$ cat src/rtl/intra_residual_sad_pkg.sv
// Shared types and defaults for the intra residual / SAD engine.
// Build option: define INTRA_BEST_MODE_EN to build the lowest-cost mode scan.
package intra_pkg;

    localparam int INTRA_NMODES = 8;
    localparam int INTRA_PIX_W  = 8;
    localparam int INTRA_BLK    = 16;

    // Candidate prediction modes in scan order; modes past DDR are unnamed.
    typedef enum logic [2:0] {
        MODE_V   = 3'd0,
        MODE_H   = 3'd1,
        MODE_VL  = 3'd2,
        MODE_VR  = 3'd3,
        MODE_HU  = 3'd4,
        MODE_HD  = 3'd5,
        MODE_DDL = 3'd6,
        MODE_DDR = 3'd7
    } intra_mode_e;

    typedef enum logic [1:0] {
        ACC  = 2'd0,
        CMP  = 2'd1,
        DONE = 2'd2
    } res_state_e;

    // Accumulator width that holds blk * (2^pix_w - 1) without overflow.
    function automatic int sad_width(input int pix_w, input int blk);
        return pix_w + $clog2(blk);
    endfunction

endpackage

$ cat src/rtl/intra_residual_sad_lane.sv
// One pixel pair: full-precision signed residual and absolute difference.
module intra_res_lane
    import intra_pkg::*;
#(
    parameter int PIX_W = INTRA_PIX_W
) (
    input  logic [PIX_W-1:0] src,
    input  logic [PIX_W-1:0] prd,
    output logic [PIX_W:0]   res,
    output logic [PIX_W-1:0] absd
);

    // Widen by one bit so src - prd never wraps; the magnitude comes from the ordered subtraction.
    always_comb begin
        res = {1'b0, src} - {1'b0, prd};
        if (src >= prd) begin
            absd = src - prd;
        end else begin
            absd = prd - src;
        end
    end

endmodule

$ cat src/rtl/intra_residual_sad.sv
// Residual and per-mode SAD engine for the intra-prediction path.
// Build option: INTRA_BEST_MODE_EN adds a sequential scan for the lowest-SAD mode;
// without it the block result is presented right after the last beat and
// best_mode / best_sad read as zero.
module intra_residual_sad
    import intra_pkg::*;
#(
    parameter  int NMODES = INTRA_NMODES,
    parameter  int PIX_W  = INTRA_PIX_W,
    parameter  int BLK    = INTRA_BLK,
    parameter  int LANES  = 4,
    localparam int BEATS  = BLK / LANES,
    localparam int BEAT_W = (BEATS > 1) ? $clog2(BEATS) : 1,
    localparam int MODE_W = (NMODES > 1) ? $clog2(NMODES) : 1,
    localparam int SAD_W  = sad_width(PIX_W, BLK)
) (
    input  logic                                     clk,
    input  logic                                     reset,
    input  logic                                     in_valid,
    output logic                                     in_ready,
    input  logic [LANES-1:0][PIX_W-1:0]              mb,
    input  logic [NMODES-1:0][LANES-1:0][PIX_W-1:0]  pred,
    output logic                                     res_valid,
    output logic [BEAT_W-1:0]                        res_beat,
    output logic [NMODES-1:0][LANES-1:0][PIX_W:0]    res,
    output logic                                     sad_valid,
    input  logic                                     sad_ready,
    output logic [NMODES-1:0][SAD_W-1:0]             sad,
    output logic [MODE_W-1:0]                        best_mode,
    output logic [SAD_W-1:0]                         best_sad
);

    if (BLK % LANES != 0) begin : g_bad_lanes
        $error("intra_residual_sad: BLK must be a multiple of LANES");
    end

    res_state_e                             state_q, state_d;
    logic [BEAT_W-1:0]                      beat_cnt_q, beat_cnt_d;
    logic [NMODES-1:0][SAD_W-1:0]           sad_q, sad_d;
    logic [NMODES-1:0][LANES-1:0][PIX_W:0]  res_q, res_d;
    logic                                   res_valid_q, res_valid_d;
    logic [BEAT_W-1:0]                      res_beat_q, res_beat_d;
    logic                                   sad_valid_q, sad_valid_d;

    logic [NMODES-1:0][LANES-1:0][PIX_W:0]   lane_res_s;
    logic [NMODES-1:0][LANES-1:0][PIX_W-1:0] lane_abs_s;
    logic [NMODES-1:0][SAD_W-1:0]            beat_sad_s;
    logic                                    accept_s;

`ifdef INTRA_BEST_MODE_EN
    // One extra count past the last mode lets the final compare settle before the result is flagged.
    localparam int KW = $clog2(NMODES + 1);
    logic [KW-1:0]     scan_k_q, scan_k_d;
    logic [MODE_W-1:0] scan_idx_s;
    logic [MODE_W-1:0] best_mode_q, best_mode_d;
    logic [SAD_W-1:0]  best_sad_q, best_sad_d;

    assign scan_idx_s = scan_k_q[MODE_W-1:0];
`endif

    for (genvar m = 0; m < NMODES; m++) begin : g_mode
        for (genvar l = 0; l < LANES; l++) begin : g_lane
            intra_res_lane #(
                .PIX_W (PIX_W)
            ) u_lane (
                .src  (mb[l]),
                .prd  (pred[m][l]),
                .res  (lane_res_s[m][l]),
                .absd (lane_abs_s[m][l])
            );
        end
    end

    // in_ready is decoded from the state register and forced low while reset is held.
    assign in_ready = (state_q == ACC) && !reset;
    assign accept_s = in_valid && in_ready;

    // Sum of absolute differences across the lanes of the current beat, per mode.
    always_comb begin
        beat_sad_s = '0;
        for (int m = 0; m < NMODES; m++) begin
            for (int l = 0; l < LANES; l++) begin
                beat_sad_s[m] = beat_sad_s[m] + SAD_W'(lane_abs_s[m][l]);
            end
        end
    end

    // Next-state logic: accumulate beats, optionally scan for the best mode, then hold until consumed.
    always_comb begin
        state_d     = state_q;
        beat_cnt_d  = beat_cnt_q;
        sad_d       = sad_q;
        res_d       = res_q;
        res_valid_d = 1'b0;
        res_beat_d  = res_beat_q;
        sad_valid_d = sad_valid_q;
`ifdef INTRA_BEST_MODE_EN
        scan_k_d    = scan_k_q;
        best_mode_d = best_mode_q;
        best_sad_d  = best_sad_q;
`endif
        case (state_q)
            ACC: begin
                sad_valid_d = 1'b0;
                if (accept_s) begin
                    res_valid_d = 1'b1;
                    res_beat_d  = beat_cnt_q;
                    res_d       = lane_res_s;
                    for (int m = 0; m < NMODES; m++) begin
                        sad_d[m] = sad_q[m] + beat_sad_s[m];
                    end
                    if (beat_cnt_q == BEAT_W'(BEATS - 1)) begin
                        beat_cnt_d = '0;
`ifdef INTRA_BEST_MODE_EN
                        state_d    = CMP;
`else
                        state_d     = DONE;
                        sad_valid_d = 1'b1;
`endif
                    end else begin
                        beat_cnt_d = beat_cnt_q + BEAT_W'(1);
                    end
                end else begin
                    res_valid_d = 1'b0;
                end
            end
`ifdef INTRA_BEST_MODE_EN
            CMP: begin
                if (scan_k_q != KW'(NMODES)) begin
                    if ((scan_k_q == KW'(0)) || (sad_q[scan_idx_s] < best_sad_q)) begin
                        best_sad_d  = sad_q[scan_idx_s];
                        best_mode_d = scan_idx_s;
                    end else begin
                        best_sad_d  = best_sad_q;
                    end
                    scan_k_d = scan_k_q + KW'(1);
                end else begin
                    scan_k_d    = '0;
                    state_d     = DONE;
                    sad_valid_d = 1'b1;
                end
            end
`endif
            DONE: begin
                sad_valid_d = 1'b1;
                if (sad_valid_q && sad_ready) begin
                    sad_d       = '0;
                    sad_valid_d = 1'b0;
                    state_d     = ACC;
                end else begin
                    state_d = DONE;
                end
            end
            default: begin
                state_d     = ACC;
                beat_cnt_d  = '0;
                sad_valid_d = 1'b0;
            end
        endcase
    end

    // State and output registers with synchronous reset.
    always_ff @(posedge clk) begin
        if (reset) begin
            state_q     <= ACC;
            beat_cnt_q  <= '0;
            sad_q       <= '0;
            res_q       <= '0;
            res_valid_q <= 1'b0;
            res_beat_q  <= '0;
            sad_valid_q <= 1'b0;
`ifdef INTRA_BEST_MODE_EN
            scan_k_q    <= '0;
            best_mode_q <= '0;
            best_sad_q  <= '0;
`endif
        end else begin
            state_q     <= state_d;
            beat_cnt_q  <= beat_cnt_d;
            sad_q       <= sad_d;
            res_q       <= res_d;
            res_valid_q <= res_valid_d;
            res_beat_q  <= res_beat_d;
            sad_valid_q <= sad_valid_d;
`ifdef INTRA_BEST_MODE_EN
            scan_k_q    <= scan_k_d;
            best_mode_q <= best_mode_d;
            best_sad_q  <= best_sad_d;
`endif
        end
    end

    assign res_valid = res_valid_q;
    assign res_beat  = res_beat_q;
    assign res       = res_q;
    assign sad_valid = sad_valid_q;
    assign sad       = sad_q;
`ifdef INTRA_BEST_MODE_EN
    assign best_mode = best_mode_q;
    assign best_sad  = best_sad_q;
`else
    assign best_mode = '0;
    assign best_sad  = '0;
`endif

endmodule
$ cat config.mk
export PLATFORM = sky130hd
export DESIGN_NAME = intra_residual_sad
export DESIGN_NICKNAME = d
export VERILOG_FILES = /design/src/rtl/intra_residual_sad_pkg.sv /design/src/rtl/intra_residual_sad_lane.sv /design/src/rtl/intra_residual_sad.sv
export SDC_FILE = /design/constraint.sdc
export NUM_CORES = 2
export LEC_CHECK = 0
export ABC_CLOCK_PERIOD_IN_PS = 6300
export CAP_MARGIN = 20
export CORE_MARGIN = 2
export CORE_UTILIZATION = 50
export DETAILED_ROUTE_END_ITERATION = 16
export PLACE_DENSITY = 0.74
export SLEW_MARGIN = 20
export SYNTH_ARGS = -nofsm -noshare
export SYNTH_HDL_FRONTEND = slang
export SYNTH_HIERARCHICAL = 1
export SYNTH_SLANG_ARGS = --single-unit
$ cat constraint.sdc
create_clock -name clk -period 6.3 [get_ports clk]
set_clock_uncertainty 0.2 [all_clocks]
set_input_delay 0.63 -clock clk [delete_from_list [all_inputs] [get_ports clk]]
set_output_delay 0.63 -clock clk [all_outputs]
set_load 0.03 [all_outputs]
==> impl_metrics.toml <==
[status]
status = "finished clean"

[final_layout]
nFillCells = 9330
area.sequential_um2 = 7830
syn_to_final_growth_pct = 27.6
design_area_um2 = 65600
drive_gt1_frac = 0.120
final_core_util = 0.644
multi_input_area_um2 = 37400
nNetsFinal = 9155

[timing]
setup_viol_count_final = 0
drv_slew = 0
hold_violations = 0
max-slew-margin-rel = 0.246
fmax_mhz = 164
fin_ws_ns = 0.200
worst_pin_slew_ns = 1.13
layout_min_cycle_time_ns = 6.10
tns_ns = 0
finalCritPeriodShare = 0.968

[power]
power.switching_uw = 12400
pwr-share-clk = 0.137
finalPower_uw = 27100
power.internal_uw = 14600
p_per_area_nw_per_um2 = 412
ir_drop_uv = 599
comb_power_share = 0.744
leakage_uw = 0.0328
sw_frac_of_total = 0.459
p_seq_frac = 0.119

[hold_path]
hold_path.class = "input port to flip-flop"
min-delay-start = "reset"
hold_end = "state_q[1]$_SDFFE_PP0P_"
whs_path_depth = 2

[critical_path]
critical-path-slowest-cell = "o311ai_0"
cp-start-kind = "input port"
r2r-end = "sad[48]$_SDFFE_PP0P_"
crit_fanout = 10
arrival_ns = 6.47
cp_common_cell = "inv_1"
path_class = "input port to flip-flop"
r2r-start = "state_q[1]$_SDFFE_PP0P_"
critical-path-top-delay-family = "adder cells"
cp.required_ns = 6.67
rrSetupSlack_ns = 1.68
path_buf_inv = 10
cp-end-kind = "flip-flop"
ff2ff_path_depth = 6
cpPeakStageDelay_ns = 0.61

[clocking]
cts-root-buf = "clkbuf_16"
cts_tree = "yes"
path_clk_slew_ns = 0.07
clk_path_buf_depth = 3
cts.sinks = 391
clock_latency_ns = 0.69
numCtsBuffers = 52
h-tree-depth = 2

[routing]
firstDrtPassIters = 6
ant_nets = 0
drc = 0
via_per_inst = 5.60
vias = 52900
wl_um = 198000
wire_per_inst_um = 21.0
dr.first_iter.drc_count = 3877

[logic_synthesis]
synth_ff_type = "dfxtp_1"
synth_cells = 6945
syn_area_per_cell_um2 = 7.40
synth_edf_count = 0
yosysMostFrequentCell = "inv_1"
synth_common_cells = "inv_1 (1207), nand2_1 (928), ha_1 (601)"
ys_ff_latch = 391
netlist_area_um2 = 51400
synth_area_leaders = "dfxtp_1 (15%), ha_1 (15%), fa_1 (9.7%), inv_1 (8.8%), nand2_1 (6.8%)"
yosysUniqueCellTypes = 63
async_flop_share = 0
netlist.area_leader.share = 0.152
seq_area_frac_synth = 0.152
yosys_warnings = 6
synth_area_leader_cell = "dfxtp_1"

[flow_run]
drv_cap = 0

[placed_design]
place_area_um2 = 63400
place.gp.congestion = 0.998
portBuffers = 680
dp_slack_ns = -0.517
dpl.hpwl_um = 158000

[die]
dieArea_um2 = 105000
rows = 117
die_y_um = 325
initial_utilization = 0.505
core_area_um2 = 102000
num_io_pins = 696
die_w_um = 325

[grt]
grt_pass1_vias = 51700
grt_overflow_total = 0
use_met1 = 0.421
grt_pass1_wl_um = 298000
grt_busiest_layer = "met2"
grt_max_degree = 213
grt_usage = 0.362
use_met2 = 0.610
antenna_found_initial = 25
grt_util_met3 = 0.0704
-- per-stage QoR --
| stage | instances | hold slack (ns) |
|---|---|---|
| floorplan | 6959 | 0.235 |
| global placement | 9325 | 0.248 |
| detailed placement | 9326 | 0.262 |
| CTS | 9424 | 0.215 |
| global route | 9433 | 0.236 |
| finish | 9434 | 0.238 |
-- worst max path at each step --
stage,startpoint,endpoint,slack (ns),cells after the start
after floorplan,mb[0],sad[69]$_SDFFE_PP0P_,0.63,22
after global placement,mb[3],sad[69]$_SDFFE_PP0P_,-0.35,28
after detailed placement,mb[0],sad[22]$_SDFFE_PP0P_,-0.52,25
after CTS,mb[0],sad[22]$_SDFFE_PP0P_,0.15,25
after global routing,mb[8],sad[82]$_SDFFE_PP0P_,-0.004,24
final,mb[2],sad[81]$_SDFFE_PP0P_,0.20,25
-- routing by layer --
layer	part of all wire	wire length [um]
met5	0.00084	166
met4	0.073	14400
met3	0.074	14700
met2	0.47	92100
met1	0.39	76400
-- logic make-up (layout without fill, tap and decap cells) --
family / count (synthesis) / in the layout / share of synthesized area
adder cells (fa/ha/maj): 849 / 849 / 0.243
buffers and inverters: 1536 / 2635 / 0.123
other: 1 / 23 / 0.0000729
AO/OA/AOI/OAI: 1419 / 1419 / 0.181
AND/OR/NAND/NOR: 2453 / 2453 / 0.244
XOR/XNOR: 137 / 137 / 0.0233
multiplexers: 159 / 159 / 0.0333
flip-flops: 391 / 391 / 0.152
-- cells in the final DEF, fill, tap and decap left out, types with 33 or more instances in the layout --
cell	count
inv_1	1207
nand2_1	928
clkdlybuf4s50_1	672
buf_4	617
ha_1	601
a21oi_1	469
nor2_1	396
dfxtp_1	391
nand3b_1	354
fa_1	248
nor3_1	227
o21ai_0	220
nand2b_1	166
xnor2_1	121
mux2_2	96
a211oi_1	89
o21a_1	83
a21boi_0	69
and2_1	64
mux2i_1	63
clkbuf_16	53
o211ai_1	44
a22oi_1	43
nand3_1	43
o31a_1	41
or3_1	40
a211o_1	35
o21bai_1	35
or2_2	35
nand4_1	33
-- state kept, by name, summed over array words and instances (netlist names) --
signal and cells:
beat_cnt_q 2, res 288, res_beat 2, res_valid 1, sad 96, sad_valid 1, state_q 1
-- power groups by stage --
stage | Clock (uW) | Combinational, uW | Sequential, uW
detailed placement | 0 | 19700 | 3260
CTS | 3760 | 19900 | 3220
finish | 3700 | 20100 | 3230
global route | 3840 | 22300 | 3260
global placement | 0 | 19300 | 3260
floorplan | 0 | 12000 | 3860
-- timing repair --
action                     in CTS  in global routing
hold buffers                    0                  0
setup buffers                   0                  2
setup endpoints to repair       0                 18
hold endpoints to repair        0                  0
resized for setup               0                 16
-- layout make-up --
type / instances / area share
antenna: 8 / 0.000305
clock buffer: 66 / 0.0219
clock inverter: 32 / 0.00963
inverter: 1208 / 0.0693
multi-input combinational: 5032 / 0.570
sequential: 391 / 0.119
tap: 1368 / 0.0261
timing repair buffer: 1329 / 0.184
No activity file was read; power rests on OpenSTA's default activity.
